--- config.mk ---
export PLATFORM = sky130hd
export DESIGN_NAME = stack_executor_flat
export DESIGN_NICKNAME = d
export VERILOG_FILES = /design/src/rtl/stack_executor_if.sv /design/src/rtl/stack_executor.sv /design/src/flat_wrapper.sv
export SDC_FILE = /design/constraint.sdc
export NUM_CORES = 2
export LEC_CHECK = 0
export ABC_AREA = 0
export BUFFER_PORTS_ARGS = -buffer_cell sky130_fd_sc_hd__buf_4
export CORE_MARGIN = 5
export CORE_UTILIZATION = 45
export CTS_CLUSTER_SIZE = 8
export DETAILED_ROUTE_END_ITERATION = 10
export PLACE_DENSITY = 0.61
export SETUP_SLACK_MARGIN = 0.05
export SKIP_LAST_GASP = 1
export SLEW_MARGIN = 10
export SYNTH_ARGS = -nofsm -noshare
export SYNTH_HDL_FRONTEND = slang
export SYNTH_SLANG_ARGS = --single-unit
export TNS_END_PERCENT = 30
--- constraint.sdc ---
create_clock -name clock -period 5.08 [get_ports clock]
set_input_delay 0.254 -clock clock [delete_from_list [all_inputs] [get_ports clock]]
set_output_delay 0.254 -clock clock [all_outputs]
set_load 0.01 [all_outputs]
--- src/rtl/stack_executor_if.sv ---
// Request/stack bus between a keypad decoder, the stack storage and the
// stack executor.
//   op_valid/op_code/digit/op_ready : operation request handshake
//   stack_top/stack_next/stack_count : current stack view supplied to executor
//   push/pop/write/value             : stack command strobes and write data
//   busy/error                       : executor status
// master = requester and stack side, slave = executor side.
interface stack_executor_if #(
  parameter int unsigned WIDTH = 32
);
  logic             op_valid;
  logic [3:0]       op_code;
  logic [3:0]       digit;
  logic             op_ready;
  logic [WIDTH-1:0] stack_top;
  logic [WIDTH-1:0] stack_next;
  logic [5:0]       stack_count;
  logic             push;
  logic             pop;
  logic             write;
  logic [WIDTH-1:0] value;
  logic             busy;
  logic [1:0]       error;

  modport master (
    output op_valid, op_code, digit, stack_top, stack_next, stack_count,
    input  op_ready, push, pop, write, value, busy, error
  );

  modport slave (
    input  op_valid, op_code, digit, stack_top, stack_next, stack_count,
    output op_ready, push, pop, write, value, busy, error
  );
endinterface

--- src/rtl/stack_executor.sv ---
// RPN calculator stack executor: accepts one keypad operation at a time,
// computes the result from the current top two stack entries and issues a
// single registered stack command (push / pop / write + value) in a COMMIT
// cycle. Signed division runs on an iterative restoring divider.
//   clock : system clock, rising edge
//   reset : asynchronous active-low reset
//   bus   : request handshake, stack view, stack commands and status
module stack_executor #(
  parameter int unsigned WIDTH = 32,
  parameter int unsigned DEPTH = 32
) (
  input  logic             clock,
  input  logic             reset,
  stack_executor_if.slave  bus
);
  localparam int unsigned CW = $clog2(WIDTH + 1);

  localparam logic [3:0] OP_DIGIT = 4'd0;
  localparam logic [3:0] OP_ENTER = 4'd1;
  localparam logic [3:0] OP_ADD   = 4'd2;
  localparam logic [3:0] OP_SUB   = 4'd3;
  localparam logic [3:0] OP_MUL   = 4'd4;
  localparam logic [3:0] OP_DIV   = 4'd5;
  localparam logic [3:0] OP_NEG   = 4'd6;
  localparam logic [3:0] OP_DROP  = 4'd7;
  localparam logic [3:0] OP_CLEAR = 4'd8;

  localparam logic [1:0] ERR_NONE  = 2'b00;
  localparam logic [1:0] ERR_UNDER = 2'b01;
  localparam logic [1:0] ERR_FULL  = 2'b10;
  localparam logic [1:0] ERR_INV   = 2'b11;

  typedef enum logic [1:0] {IDLE, DIV, COMMIT} state_t;

  state_t           state;
  logic [WIDTH-1:0] rem_q;
  logic [WIDTH-1:0] quo_q;
  logic [WIDTH-1:0] dvs_q;
  logic             neg_q;
  logic [CW-1:0]    cnt_q;

  logic             res_push_c, res_pop_c, res_write_c, go_div_c;
  logic [WIDTH-1:0] res_value_c;
  logic [1:0]       res_err_c;
  logic [WIDTH-1:0] t, n, t10_c, dig_c;
  logic             short_c;

  logic [WIDTH:0]   rem_sh_c, diff_c;
  logic [WIDTH-1:0] rem_nxt_c, quo_nxt_c;

  assign t       = bus.stack_top;
  assign n       = bus.stack_next;
  assign t10_c   = t * WIDTH'(10);
  assign dig_c   = WIDTH'(bus.digit);
  assign short_c = (bus.stack_count < 6'd2);

  // Result of the requested operation as seen at the accepting edge.
  always_comb begin
    res_push_c  = 1'b0;
    res_pop_c   = 1'b0;
    res_write_c = 1'b0;
    res_value_c = '0;
    res_err_c   = ERR_NONE;
    go_div_c    = 1'b0;
    case (bus.op_code)
      OP_DIGIT: begin
        if (bus.digit > 4'd9) res_err_c = ERR_INV;
        else begin
          res_write_c = 1'b1;
          res_value_c = t[WIDTH-1] ? (t10_c - dig_c) : (t10_c + dig_c);
        end
      end
      OP_ENTER: begin
        if (bus.stack_count == 6'(DEPTH)) res_err_c = ERR_FULL;
        else begin
          res_push_c  = 1'b1;
          res_value_c = t;
        end
      end
      OP_ADD, OP_SUB, OP_MUL: begin
        if (short_c) res_err_c = ERR_UNDER;
        else begin
          res_pop_c   = 1'b1;
          res_write_c = 1'b1;
          if (bus.op_code == OP_ADD)      res_value_c = n + t;
          else if (bus.op_code == OP_SUB) res_value_c = n - t;
          else                            res_value_c = n * t;
        end
      end
      OP_DIV: begin
        if (short_c)        res_err_c = ERR_UNDER;
        else if (t == '0)   res_err_c = ERR_INV;
        else                go_div_c  = 1'b1;
      end
      OP_NEG: begin
        res_write_c = 1'b1;
        res_value_c = '0 - t;
      end
      OP_DROP: begin
        if (short_c) res_err_c = ERR_UNDER;
        else         res_pop_c = 1'b1;
      end
      OP_CLEAR: res_write_c = 1'b1;
      default:  res_err_c   = ERR_INV;
    endcase
  end

  // One restoring-division step on magnitudes: shift in next dividend bit,
  // keep the trial subtraction when it does not go negative.
  always_comb begin
    rem_sh_c = {1'b0, rem_q[WIDTH-2:0], quo_q[WIDTH-1]};
    rem_sh_c[WIDTH] = rem_q[WIDTH-1];
    diff_c   = rem_sh_c - {1'b0, dvs_q};
    if (!diff_c[WIDTH]) begin
      rem_nxt_c = diff_c[WIDTH-1:0];
      quo_nxt_c = {quo_q[WIDTH-2:0], 1'b1};
    end else begin
      rem_nxt_c = rem_sh_c[WIDTH-1:0];
      quo_nxt_c = {quo_q[WIDTH-2:0], 1'b0};
    end
  end

  // Control FSM with registered strobes and status.
  always_ff @(posedge clock or negedge reset) begin
    if (!reset) begin
      state        <= IDLE;
      bus.op_ready <= 1'b1;
      bus.busy     <= 1'b0;
      bus.push     <= 1'b0;
      bus.pop      <= 1'b0;
      bus.write    <= 1'b0;
      bus.value    <= '0;
      bus.error    <= ERR_NONE;
      rem_q        <= '0;
      quo_q        <= '0;
      dvs_q        <= '0;
      neg_q        <= 1'b0;
      cnt_q        <= '0;
    end else begin
      case (state)
        IDLE: begin
          if (bus.op_valid) begin
            bus.op_ready <= 1'b0;
            bus.busy     <= 1'b1;
            bus.error    <= res_err_c;
            bus.push     <= res_push_c;
            bus.pop      <= res_pop_c;
            bus.write    <= res_write_c;
            bus.value    <= res_value_c;
            rem_q        <= '0;
            quo_q        <= n[WIDTH-1] ? ('0 - n) : n;
            dvs_q        <= t[WIDTH-1] ? ('0 - t) : t;
            neg_q        <= n[WIDTH-1] ^ t[WIDTH-1];
            cnt_q        <= '0;
            state        <= go_div_c ? DIV : COMMIT;
          end
        end
        DIV: begin
          rem_q <= rem_nxt_c;
          quo_q <= quo_nxt_c;
          if (cnt_q == CW'(WIDTH - 1)) begin
            bus.pop   <= 1'b1;
            bus.write <= 1'b1;
            bus.value <= neg_q ? ('0 - quo_nxt_c) : quo_nxt_c;
            state     <= COMMIT;
          end else begin
            cnt_q <= cnt_q + CW'(1);
          end
        end
        COMMIT: begin
          bus.push     <= 1'b0;
          bus.pop      <= 1'b0;
          bus.write    <= 1'b0;
          bus.op_ready <= 1'b1;
          bus.busy     <= 1'b0;
          state        <= IDLE;
        end
        default: state <= IDLE;
      endcase
    end
  end
endmodule

--- src/flat_wrapper.sv ---
// flat-port wrapper written by rule: the top's interface ports become plain ports
module stack_executor_flat 
#(
  parameter int unsigned WIDTH = 32,
  parameter int unsigned DEPTH = 32
)
  (clock, reset, bus_op_valid, bus_op_code, bus_digit, bus_stack_top, bus_stack_next, bus_stack_count, bus_op_ready, bus_push, bus_pop, bus_write, bus_value, bus_busy, bus_error);
  stack_executor_if #(.WIDTH(WIDTH)) bus_i ();
  input  logic clock;
  input  logic reset;
  input wire logic [$bits(bus_i.op_valid)-1:0] bus_op_valid;
  input wire logic [$bits(bus_i.op_code)-1:0] bus_op_code;
  input wire logic [$bits(bus_i.digit)-1:0] bus_digit;
  input wire logic [$bits(bus_i.stack_top)-1:0] bus_stack_top;
  input wire logic [$bits(bus_i.stack_next)-1:0] bus_stack_next;
  input wire logic [$bits(bus_i.stack_count)-1:0] bus_stack_count;
  output wire logic [$bits(bus_i.op_ready)-1:0] bus_op_ready;
  output wire logic [$bits(bus_i.push)-1:0] bus_push;
  output wire logic [$bits(bus_i.pop)-1:0] bus_pop;
  output wire logic [$bits(bus_i.write)-1:0] bus_write;
  output wire logic [$bits(bus_i.value)-1:0] bus_value;
  output wire logic [$bits(bus_i.busy)-1:0] bus_busy;
  output wire logic [$bits(bus_i.error)-1:0] bus_error;
  assign bus_i.op_valid = bus_op_valid;
  assign bus_i.op_code = bus_op_code;
  assign bus_i.digit = bus_digit;
  assign bus_i.stack_top = bus_stack_top;
  assign bus_i.stack_next = bus_stack_next;
  assign bus_i.stack_count = bus_stack_count;
  assign bus_op_ready = bus_i.op_ready;
  assign bus_push = bus_i.push;
  assign bus_pop = bus_i.pop;
  assign bus_write = bus_i.write;
  assign bus_value = bus_i.value;
  assign bus_busy = bus_i.busy;
  assign bus_error = bus_i.error;
  stack_executor #(.WIDTH(WIDTH), .DEPTH(DEPTH)) u_core (.clock(clock), .reset(reset), .bus(bus_i));
endmodule
**Yosys cells after proc, flatten, opt, wreduce, memory -nomap -nowiden**

Cells that the tools add are included.

- Flip-flop bits (word level): 144
- Latch bits: 0
- Bits in writable memories: 0
- ROM bits: 0
- Output and inout bits: 39
- Word-level logic and storage cells: 110
- Memories kept: 0

- Add/sub/neg operators: 9
- Multiply operators: 2
- Div/mod/pow operators: 0
- Order comparisons: 2
- Eq/ne operators: 15
- Shift-type cells: 0
- Muxes and demuxes: 52
- Bitwise logic cells: 1
- Reductions and logical operators: 16

Operators with widths:

| operator | number |
|---|---|
| $mux 32 | 14 |
| $pmux 32 s2 | 3 |
| $pmux 32 s4 | 1 |
| $sub 1x32->32 const A | 3 |
| $sub 33x32->33 | 1 |
| $add 32x32->32 | 1 |
| $add 32x4->32 | 1 |
| $logic_not 32->1 | 1 |
| $mul 32x3->31 const B | 1 |
| $mul 32x32->32 | 1 |
| $sub 32x32->32 | 1 |
| $sub 32x4->32 | 1 |
| $eq 4x3->1 const B | 4 |
| $mux 1 | 16 |
| $mux 2 | 7 |
| $mux 6 | 2 |
| $pmux 6 s2 | 1 |
| $pmux 2 s5 | 1 |
| $pmux 1 s3 | 3 |
| $reduce_and 3->1 | 3 |
| $eq 4x2->1 const B | 2 |
| $reduce_and 2->1 | 4 |
| $add 6x1->6 const B | 1 |
| $eq 6x5->1 const B | 1 |
| 19 further kinds | 23 |

**Depth between registers and ports, before layout**

- Depth in word-level cells: 7
- Mapped depth: 29
- Mapped depth without buffers: 27

**Worst setup path before layout**

OpenSTA, ideal clock, no wires.

- Path type: input port to flip-flop
- Start: input bus_stack_top[6]
- End: register u_core.bus.value[30]
- Data arrival time: 7.206 ns
- Data required time: 4.998 ns
- Setup slack: -2.208 ns
- Stages on the path: 27
- Path through: clkbuf_1 > clkbuf_1 > and2_1 > fa_1 > fa_1 > fa_1 > inv_1 > fa_1 > inv_1 > fa_1 > inv_1 > fa_1 > inv_1 > fa_1 > fa_1 > ha_1 > nand2_1 > a221o_1 > a31oi_1 > o41ai_1 > o21ai_0 > a21o_1 > a21o_1 > a21oi_1 > xor2_1 > a221o_1 > a31oi_1

- Cells in the longest elaborated chain, start to end: 7

RTL lines:

| what | RTL line | RTL |
|---|---|---|
| start: declaration | flat_wrapper.sv:14 | `input wire logic [$bits(bus_i.stack_top)-1:0] bus_stack_top;` |
| $mul 32x3->31 (tied with other cells) | stack_executor.sv:53 | `assign t10_c = t * WIDTH'(10);` |
| $add 32x4->32 (tied with other cells) | stack_executor.sv:70 | `res_value_c = t[WIDTH-1] ? (t10_c - dig_c) : (t10_c + dig_c);` |
| $mux 32 (on tied branches) | stack_executor.sv:70, stack_executor.sv:85 |  |
| $mux 32 (on tied branches) | stack_executor.sv:67, stack_executor.sv:81 |  |
| $pmux 32 s4 (*) | stack_executor.sv:65 | `case (bus.op_code)` |
| $mux 32 (*) | stack_executor.sv:142 | `if (bus.op_valid) begin` |
| $pmux 32 s2 (*) | stack_executor.sv:140 | `case (state)` |
| end signal: assignment | stack_executor.sv:149 | `bus.value <= res_value_c;` |
| end signal: assignment | stack_executor.sv:164 | `bus.value <= neg_q ? ('0 - quo_nxt_c) : quo_nxt_c;` |
| end: declaration | stack_executor_if.sv:32 | `output op_ready, push, pop, write, value, busy, error` |

Every way passes the cells marked *; elsewhere a longest branch is shown, timed or not. The select of a mux whose other input is x is not followed.
A chain may end at the register's enable or synchronous reset.

**Worst setup path after layout**

- Start: input bus_stack_top[4]
- End: register u_core.bus.value[30]

The elaborated chain is that of the path after synthesis.

==> flow_results.org <==
** Outcome
- Result of the run :: finished with violations
- Violated checks :: negative setup slack

** STA
- Clock skew on the completed layout was measured at 0.0138 ns.
- Final Setup Violations :: 25
- Worst Hold Margin :: 0.217 ns
- Of the available clock period, the critical path in the final layout requires 133%.
- Number of hold violations in the final report :: 0
- Minimum clock period after layout :: 6.74 ns
- RSZ-0062 raised after global routing :: yes
- Final sum of negative setup slack :: -29.24 ns
- Slew HR :: 25.6%
- For the pin with the worst max-slew slack, the measured transition is 1.11 ns.
- The count of pins over their slew limit is 0.
- Worst Slack Setup Final :: -1.66 ns
- Maximum achievable frequency :: 148 MHz

** Detailed routing
- For this run, design rule violations remaining after detail routing come to 0.
- After detailed routing, the average wire length per cell comes to 23.1 µm.
- Signal routing reaches up to met4.
- Number of antenna-violating nets in the routed design :: 0
- In the detailed route, the total length drawn on met2 is 58,600 µm.
- Via/cell ratio :: 5.74
- Detailed routing inserted a total of 31,700 vias.
- Router iterations before antenna repair :: 7
- Met1 Wirelength :: 51,100 µm
- After the first detailed-routing iteration, the DRC count stood at 2,985.
- The routed design uses 9770 µm of met3 wire.
- The routed design has 127,000 µm of wire.

** Synthesis
- By area the synthesized netlist is led by fa_1 (25%), dfrtp_1 (11%), ha_1 (11%), inv_1 (5.8%), nand2_1 (5.5%).
- The synthesized design spends more area on one cell type than any other, namely fa_1.
- Yosys mapped the design onto 96 distinct sky130hd cell types.
- Number of instances in the synthesized netlist :: 4,145
- The Yosys step of the flow raised 0 warnings.
- Fraction of registers with async set/reset :: 100%
- Among all cell types in the netlist, the one instantiated most often is inv_1.
- The number of nets in the synthesized netlist is 4,926.
- Syn_area_per_cell :: 8.01 µm²
- Flip-flop and latch count after synthesis :: 144
- Yosys top cell area share :: 25.0%
- The synthesized design contains 0 enable-type register cells.
- Dominant synthesized flop cell :: dfrtp_1
- The commonest cells after synthesis are inv_1 (510), nand2_1 (490), fa_1 (414).
- After synthesis the cells add up to 0.0332 mm².
- Fraction of the yosys area taken by sequential cells :: 10.9%

** Die
- Starting Density :: 45.4%
- Die span in y :: 282 µm
- Core region area :: 0.0731 mm²
- Ports :: 120
- The die is 282 µm wide.
- Standard-cell rows :: 99
- The die covers 0.0793 mm².

** Worst setup path
- The critical path in this run is classified as in2reg.
- Crit path capture type :: flip-flop
- Data required time at the worst endpoint :: 5.44 ns
- CP Max Fanout :: 14
- Data arrives at the worst endpoint at 7.11 ns.
- The worst setup path is launched from a primary input.

** Cells and area
- Final core utilization :: 54.7%
- Post-layout nets :: 5,328
- Layout Area Growth over Synthesis :: 20.4%
- Cells with a size suffix above 1 make up 17.7% of the layout.
- Excluding fillers, the count of instances in the completed layout stands at 5,524.

** Global route
- Global routing used 31.8% of the available tracks.
- Number of global-route vias before repair :: 31,300
- Initial antenna violation count :: 11
- Total gr overflow :: 0
- The first global-routing pass estimated 192,000 µm of wire.
- Entering global routing, the biggest net connects 98 pins.

** Clocking
- The tree is rooted in a clkbuf_16.
- Inserted Clock Buffers :: 17
- After clock tree synthesis, the clock-pin slew on the worst setup and hold paths is 0.07 ns.
- The clock reaches the later pin of the worst-skew pair after 0.44 ns.
- Number of levels the H-tree was split into :: 4
- Largest buffer count on any clock path :: 2
- Clock net sink count :: 144
- TritonCTS built the clock tree.

** Placement
- Total placed cells including tap cells :: 5,464
- In this run the tool buffered the top-level ports with 119 buffer cells.
- The wire-length estimate of the detail-placed layout is 106,000 µm.
- RePlAce Congestion :: 1.07

** Job
- Count of maximum capacitance violations :: 0

** Hold path
- Class of the most critical hold timing path :: in2reg
routing by layer:
metal / vias up / GRT usage, %
li1: 14500 / -
met1: 15600 / 41.7
met2: 1288 / 51.7
met3: 287 / 4.84
met4: 0 / 15.6
met5: - / 0
flip-flops by register name (all words and copies together), names as in the netlist:
register             cells
u_core.bus.push          1
u_core.neg_q             1
u_core.state             2
u_core.quo_q            32
u_core.bus.write         1
u_core.dvs_q            32
u_core.bus.pop           1
u_core.bus.op_ready      1
u_core.cnt_q             6
u_core.bus.error         2
u_core.bus.value        32
u_core.rem_q            32
u_core.bus.busy          1
path summary, 6_finish.rpt:
kind                                         startpoint                          endpoint  slack [ns]  cells past startpoint
max in group asynchronous                         reset  u_core.bus.value[28]$_DFFE_PN0P_        3.28                      3
max reg2reg                u_core.dvs_q[13]$_DFFE_PN0P_  u_core.bus.value[24]$_DFFE_PN0P_        0.25                     21
min                                        bus_op_valid       u_core.state[0]$_DFFE_PN0P_        0.22                      4
min in group asynchronous                         reset      u_core.dvs_q[14]$_DFFE_PN0P_        0.43                      2
max                                    bus_stack_top[4]  u_core.bus.value[30]$_DFFE_PN0P_       -1.66                     28
min reg2reg                u_core.dvs_q[18]$_DFFE_PN0P_      u_core.dvs_q[18]$_DFFE_PN0P_        0.48                      2
through the flow:
step,setup slack [ns],area [µm²]
CTS,-1.59,39700
floorplan,-1.77,33400
detailed placement,-2.48,38300
finish,-1.66,40000
global placement,-2.49,38300
global route,-1.84,40000
area by class of cell:
| type | instances | area (µm²) |
|---|---|---|
| fill | 6989 | 33100 |
| antenna | 6 | 15.0 |
| multi-input combinational | 3259 | 27600 |
| clock inverter | 11 | 108 |
| inverter | 514 | 1930 |
| sequential | 144 | 3600 |
| clock buffer | 20 | 447 |
| timing repair buffer | 611 | 5070 |
| tap | 959 | 1200 |
placed cells by master, fill, tap and decap left out, drive strengths merged, types with 143 or more instances in the layout:
cell / n
fa: 414
nor2: 274
a21oi: 231
inv: 513
buf: 610
nand2: 490
and2: 266
xnor2: 176
ha: 286
dfrtp: 143
o21ai: 278
worst max-delay path: stages:
cell     delay, ns
buf_12        0.13
and2_4        0.14
fa_1          0.53
inv_1         0.05
fa_1          0.49
fa_1          0.44
fa_1          0.56
inv_2         0.04
fa_1          0.50
inv_1         0.05
fa_1          0.47
inv_1         0.04
fa_1          0.48
fa_1          0.45
ha_4          0.30
buf_4         0.11
buf_6         0.09
nand2_2       0.04
a221o_1       0.29
a31oi_4       0.22
o41ai_4       0.11
o21ai_2       0.28
a21o_1        0.18
a21o_1        0.12
a21oi_2       0.07
xor2_2        0.18
a221o_1       0.33
a31oi_1       0.15
cells by family after synthesis:
| logic type | share of synthesized area [%] |
|---|---|
| buffers and inverters | 8.43 |
| adder cells (fa/ha/maj) | 35.7 |
| XOR/XNOR | 7.33 |
| AND/OR/NAND/NOR | 20.1 |
| flip-flops | 10.9 |
| multiplexers | 0.735 |
| AO/OA/AOI/OAI | 16.9 |
what timing repair did:
| item | 4_1_cts | 5_1_grt |
|---|---|---|
| pin swaps | 142 | 43 |
| hold buffers | 1 | 0 |
| cloned | 0 | 0 |
| endpoints found under the setup margin | 25 | 25 |
| setup buffers | 23 | 4 |
| gates resized for setup | 168 | 51 |
| hold endpoints to repair | 83 | 0 |
Power is not shown: default switching activity piles up to over one toggle a cycle in this logic, so the estimate is an artifact.
